==> src/rtl/adc_sar_ctrl.sv <==
// adc_sar_ctrl: successive-approximation control FSM for a 12-bit SAR ADC.
// Samples the input for SAMPLE_CYCLES clocks, then resolves one bit per
// clock from MSB to LSB and publishes the result with a one-cycle strobe.
module adc_sar_ctrl #(
    parameter int SAMPLE_CYCLES = 2
) (
    input  logic        clk,
    input  logic        rst_n,
    input  logic        enable_in,
    input  logic        start_in,
    input  logic        comparator_in,
    output logic        sample_out,
    output logic [11:0] dac_out,
    output logic        busy_out,
    output logic [11:0] data_out,
    output logic        data_valid_strobe_out
);

    typedef enum logic [1:0] {
        IDLE    = 2'd0,
        SAMPLE  = 2'd1,
        CONVERT = 2'd2
    } state_t;

    localparam logic [3:0] LAST_SAMPLE = 4'(SAMPLE_CYCLES - 1);
    localparam logic [3:0] MSB_INDEX   = 4'd11;

    state_t      state;
    state_t      next_state;
    logic [3:0]  sample_cnt;
    logic [3:0]  bit_idx;
    logic [11:0] partial;

    // State register with synchronous active-low reset.
    always_ff @(posedge clk) begin
        if (!rst_n) begin
            state <= IDLE;
        end else begin
            state <= next_state;
        end
    end

    // Next-state decode; the last bit decision hands over to SAMPLE or IDLE by enable_in.
    always_comb begin
        next_state = state;
        case (state)
            IDLE: begin
                if (enable_in || start_in) begin
                    next_state = SAMPLE;
                end
            end
            SAMPLE: begin
                if (sample_cnt == LAST_SAMPLE) begin
                    next_state = CONVERT;
                end
            end
            CONVERT: begin
                if (bit_idx == 4'd0) begin
                    next_state = enable_in ? SAMPLE : IDLE;
                end
            end
            default: next_state = IDLE;
        endcase
    end

    // Sample counter, bit index, partial result and the published result with its strobe.
    always_ff @(posedge clk) begin
        if (!rst_n) begin
            sample_cnt            <= 4'd0;
            bit_idx               <= MSB_INDEX;
            partial               <= 12'd0;
            data_out              <= 12'd0;
            data_valid_strobe_out <= 1'b0;
        end else begin
            data_valid_strobe_out <= 1'b0;
            case (state)
                SAMPLE: begin
                    if (sample_cnt == LAST_SAMPLE) begin
                        sample_cnt <= 4'd0;
                        bit_idx    <= MSB_INDEX;
                        partial    <= 12'd0;
                    end else begin
                        sample_cnt <= sample_cnt + 4'd1;
                    end
                end
                CONVERT: begin
                    partial[bit_idx] <= comparator_in;
                    if (bit_idx == 4'd0) begin
                        data_out              <= {partial[11:1], comparator_in};
                        data_valid_strobe_out <= 1'b1;
                        bit_idx               <= MSB_INDEX;
                    end else begin
                        bit_idx <= bit_idx - 4'd1;
                    end
                end
                default: begin
                    sample_cnt <= 4'd0;
                    bit_idx    <= MSB_INDEX;
                end
            endcase
        end
    end

    // Outputs decoded purely from registered state; the trial code is the partial result plus the bit under test.
    always_comb begin
        sample_out = (state == SAMPLE);
        busy_out   = (state != IDLE);
        dac_out    = 12'd0;
        if (state == CONVERT) begin
            dac_out = partial | (12'd1 << bit_idx);
        end
    end

endmodule

==> config.mk <==
export PLATFORM = sky130hd
export DESIGN_NAME = adc_sar_ctrl
export DESIGN_NICKNAME = d
export VERILOG_FILES = /design/src/rtl/adc_sar_ctrl.sv
export SDC_FILE = /design/constraint.sdc
export NUM_CORES = 1
export LEC_CHECK = 0
export BUFFER_PORTS_ARGS = -buffer_cell sky130_fd_sc_hd__buf_4
export CAP_MARGIN = 20
export CORE_MARGIN = 2
export CORE_UTILIZATION = 50
export CTS_CLUSTER_SIZE = 16
export DETAILED_ROUTE_END_ITERATION = 7
export GPL_TIMING_DRIVEN = 1
export PLACE_DENSITY = 0.75
export SLEW_MARGIN = 20
export SYNTH_ARGS = -nofsm -noshare
export SYNTH_HDL_FRONTEND = slang
export SYNTH_SLANG_ARGS = --single-unit
==> constraint.sdc <==
create_clock -name clk -period 1.83 [get_ports clk]
set_input_delay 0.549 -clock clk [delete_from_list [all_inputs] [get_ports clk]]
set_output_delay 0.549 -clock clk [all_outputs]
set_load 0.1 [all_outputs]
Word level (Yosys, flattened, before mapping) --
Cells that the tools add are included.
Storage, ports and cells: logic and storage cells 45, output and inout port bits 27, flip-flop bits (word level) 35
Cells by class: bitwise operators 1, $lt $le $gt $ge 2, shifts and indexed selects 1, eq/ne operators 6, muxes and demuxes 17, add/sub/neg operators 2, reductions and logical operators 10
Operator list (number):
- $mux W12 | 2
- $pmux W12 S2 | 1
- $pmux W4 S2 | 2
- $bwmux W12 | 1
- $mux W4 | 3
- $or A12 B12 Y12 | 1
- $shl A1 B4 Y12 const A | 1
- $mux W2 | 3
- $pmux W2 S3 | 1
- $reduce_and A2 Y1 | 3
- $lt A4 B5 Y1 const B | 1
- $add A4 B1 Y4 const B | 1
- $demux W1 S4 | 1
- $eq A4 B1 Y1 const B | 1
- $ge A4 B1 Y1 const B | 1
- $logic_not A4 Y1 | 1
- $ne A2 B2 Y1 const B | 2
- $reduce_bool A2 Y1 | 2
- $sub A4 B1 Y4 const B | 1
- $mux W1 | 3
- $reduce_and A3 Y1 | 1
- $eq A2 B1 Y1 const B | 1
- $eq A2 B2 Y1 const B | 1
- $logic_not A2 Y1 | 1
- other kinds (3) | 3

Depth between registers and ports, before layout --
depth after elaboration 6, depth in mapped cells 6

Least setup slack after synthesis --
No wires, ideal clock.
kind register to output, start register state[0], end output port dac_out[10], data required time 1.281 ns, setup slack -0.960 ns, cell stages (with the launch flop) 6, data arrival time 2.241 ns, cell sequence dfxtp_1 buf_4 nand2b_1 clkbuf_1 buf_2 nor2_1
On the way: cells in the longest elaborated chain, start to end 2
Ends and longest elaborated chain:
- from (decl) | RTL line 28 | state_t state;
- from (signal assigned) | RTL line 39 | state <= next_state;
- $eq A2 B2 Y1 | RTL line 109 | if (state == CONVERT) begin
- $mux W12 | RTL line 109
- to (decl) | RTL line 13 | output logic [11:0] dac_out,
Every way passes these cells.

Worst setup path in the final report --
start register bit_idx[0], end output port dac_out[4]
On the way: cells in the longest elaborated chain, start to end 3
Ends and longest elaborated chain:
- from (decl) | RTL line 31 | logic [3:0] bit_idx;
- from (signal assigned) | RTL line 93 | bit_idx <= bit_idx - 4'd1;
- $shl A1 B4 Y12 | RTL line 110 | dac_out = partial | (12'd1 << bit_idx);
- $or A12 B12 Y12 | RTL line 110
- $mux W12 | RTL line 109
Every way passes these cells.

==> metrics.md <==
| Metric | Value |
|---|---|
| Status | `finished, violations left` |
| Failing checks | `setup timing` |
| Syn avg cell area | `approximately 8.4 sq um` |
| Clock root cell | `clkbuf_8` |
| Met1 wire length | `2.17 mm` |
| Routed wire per std cell | `around 16 um` |
| CTS tree | `yes` |
| Area delta synth->final | `47.1%` |
| GRT Util Overall | `between 20% and 30%` |
| EDFF count, synth | `0` |
| Max VDD drop | `about 0.43 mV` |
| Unique masters post-synth | `51` |
| Fmax | `499 MHz` |
| Drt drc | `0` |
| Starting density of the core | `roughly 52%` |
| Compound-Gate Fraction of Synth Area | `about a quarter` |
| Die area | `roughly 0.0044 sq mm` |
| Synth Register Bits | `35` |
| Clk sink count | `35` |
| Synth Area in XOR/XNOR | `less than 1%` |
| Mapped cell area | `0.00192 sq mm` |
| Via count | `~1900` |
| Die height | `roughly 66 um` |
| Synth area leaders | `dfxtp_1, a21boi_0, nor2_1, ha_1, o21ai_0` |
| Nets | `291` |
| Vias in the first global route | `between 1500 and 2000` |
| Final std cells w/o fill | `328` |
| Metal2 WL | `between 2 and 3 mm` |
| Simple-gate share of the synthesized area | `about a quarter` |
| N_diodes | `0` |
| Core area | `about 0.0037 sq mm` |
| IO buf count | `31` |
| Pleak | `1.05 nW` |
| Clk buf depth | `2` |
| Vias per cell | `roughly 5.8` |
| CP Cell Sequence | `inv_4 > ha_4 > buf_4 > a21oi_2 > nor2_4 > buf_12` |
| Gate Count Post-Synth | `228` |
| Final period utilization | `110%` |
| Top delay family on crit path | `flip-flops` |
| # hold bufs at CTS | `0` |
| Filler instances | `between 200 and 250` |
| Largest family of logic cells by synthesized area | `simple AND/OR/NAND/NOR gates` |
| Type of the worst setup path | `flip-flop to output port` |
| RSZ-0062 raised after global routing | `yes` |
| Largest net degree at the start of global routing | `27` |
| CTS H-tree depth | `2` |
| Worst Setup Start Kind | `flip-flop` |
| Final-report hold violation count | `0` |
| Worst Path Buf+Inv | `3` |
| Routed met3 length | `279 um` |
| Cell taking the most area after synthesis | `dfxtp_1` |
| Worst Path Max Fanout | `4` |
| PwrDens | `between 600 and 700 mW/mm^2` |
| DR iter-0 viols | `about 180` |
| Min-delay worst type | `flip-flop to flip-flop` |
| Setup crit end kind | `output port` |
| Adder-Cell Fraction of Synth Area | `~4.6%` |
| Worst path max stage delay | `380 ps` |
| Routed Antenna Nets | `0` |
| Final setup violating endpoints | `12` |
| FFs w/ async S/R, synth | `0%` |
| Grt total ovfl | `0` |
| Proportion of synthesized area in mux cells | `0%` |
| Worst-path clk slew | `roughly 80 ps` |
| Post-route setup TNS | `-1620 ps` |
| Main synth FF type | `dfxtp_1` |
| Max_cap viols | `0` |
| Final wirelength | `between 5 and 6 mm` |
| Worst slew pin tran | `475 ps` |
| Clk_skew | `between 5 and 6 ps` |
| Share of cells above drive strength 1 | `between 40% and 50%` |
| Num rows | `22` |
| Yosys top cell area share | `36.5%` |
| Dpl cells | `around 310` |
| Placer Congestion | `between 0.8 and 0.9` |
| Detailed placement HPWL | `around 3.4 mm` |
| Num CTS Buffers | `5` |
| CP max-delay cell | `dfxtp_2` |
| Mapped Nets | `240` |
| CP arrival | `roughly 1500 ps` |
| Sequential area share after synthesis | `36.5%` |
| First-pass GRT wire length | `around 8.5 mm` |
| Drt first pass iters | `4` |
| Clk Latency, worst-skew pair | `around 290 ps` |
| Final critical-path required period | `~2000 ps` |
| Uppermost layer routed | `met4` |
| Max-slew violations | `0` |
| Initial antenna violation count | `0` |
| Die span in x | `between 60 and 70 um` |
| Slew HR | `68.2%` |
| Synth warn | `0` |
| # IOs | `32` |
| Critical path data required time | `around 1300 ps` |
| Setup WS post-layout | `-175 ps` |
| Power Total | `roughly 1.7 mW` |
==> cells in the mapped netlist, drive strengths merged (2+ instances only) <==
cell type / instances
a21boi: 15
or3b: 2
nand2: 5
nand3: 13
a2111oi: 11
nor2b: 2
nor3: 4
or3: 2
o21ai: 18
ha: 7
nor3b: 5
and2b: 2
and3: 12
and4bb: 2
nand4b: 2
buf: 13
clkbuf: 5
inv: 15
nand2b: 3
a21oi: 12
a31oi: 3
dfxtp: 35
nor2: 25
==> per-layer routing <==
layer	track usage, %	up-vias
met5	0	-
met4	11.0	0
li1	-	920
met1	30.6	892
met2	44.9	67
met3	5.62	12
==> power breakdown <==
group / switching (mW) / internal [mW] / total, mW
Sequential: 0.00938 / 0.767 / 0.776
Clock: 0.303 / 0.406 / 0.708
Combinational: 0.158 / 0.103 / 0.261
Total: 0.470 / 1.28 / 1.75
==> cells by family (layout without fill, tap and decap cells) <==
kind of cell               after synthesis  in the layout
xor gates and xnor gates                 1              1
AOI/OAI and AO/OA                       67             67
and+or+nand+nor                         84             84
buffers and inverters                   34             86
adders and majority gates                7              7
DFF                                     35             35
==> sequential cells by signal (all words and copies together) (netlist names) <==
name                   count
data_out                  12
partial                   12
bit_idx                    4
sample_cnt                 4
state                      2
data_valid_strobe_out      1
==> path summary, 6_finish.rpt <==
| kind | end | start | slack [ps] | cells after the start |
|---|---|---|---|---|
| hold / removal | data_out[5] | data_out[5] | 480 | 2 |
| setup reg to reg | partial[6] | sample_cnt[0] | 110 | 5 |
| hold reg to reg | data_out[5] | data_out[5] | 480 | 2 |
| setup / recovery | dac_out[4] | bit_idx[0] | -180 | 6 |
==> worst reg2reg max path: cells and delay by family (launching register included) <==
family / cells / cell delay, ps
flip-flops: 1 / 400
AND/OR/NAND/NOR: 1 / 520
buffers and inverters: 1 / 200
AO/OA/AOI/OAI: 2 / 290
adder cells (fa/ha/maj): 1 / 180
==> final cells by class <==
class	count	area [sq um]	share of cell area, %
clock buffer	5	68.8	2.44
clock inverter	3	43.8	1.55
timing repair buffer	62	627	22.2
tap	48	60.1	2.13
multi-input combinational	159	1240	43.8
inverter	16	70.1	2.48
sequential	35	716	25.4
==> placed cells by master (no fill, tap or decap), types with 4 or more instances in the layout <==
cell,netlist,routed
dfxtp_1,35,29
buf_4,4,46
buf_8,0,6
inv_1,15,13
and3_1,12,12
nor3_1,4,4
o21ai_0,17,17
a2111oi_0,7,7
nand3_1,13,13
clkbuf_8,0,5
a21oi_2,0,8
a21boi_0,14,14
nor2_1,25,13
nor2_4,0,11
buf_12,0,9
nand2_1,5,5
==> stage by stage <==
step	hold slack (ps)	worst slack, ps	cell area (sq um)	utilization [%]
after CTS	485	-165	2770	75.0
final	483	-175	2820	76.5
after global routing	515	-231	2820	76.5
after global placement	469	20.1	2390	64.9
after floorplan	459	-88.4	2070	-
after detailed placement	475	1.20	2390	64.9
==> timing repair <==
item                                    in CTS  in global routing
buffers inserted                             5                  4
endpoints found under the hold margin        0                  0
gates resized for setup                     63                  3
pin swaps                                    3                  1
endpoints found under the setup margin      14                 14
(Power assumes the default switching activity.)
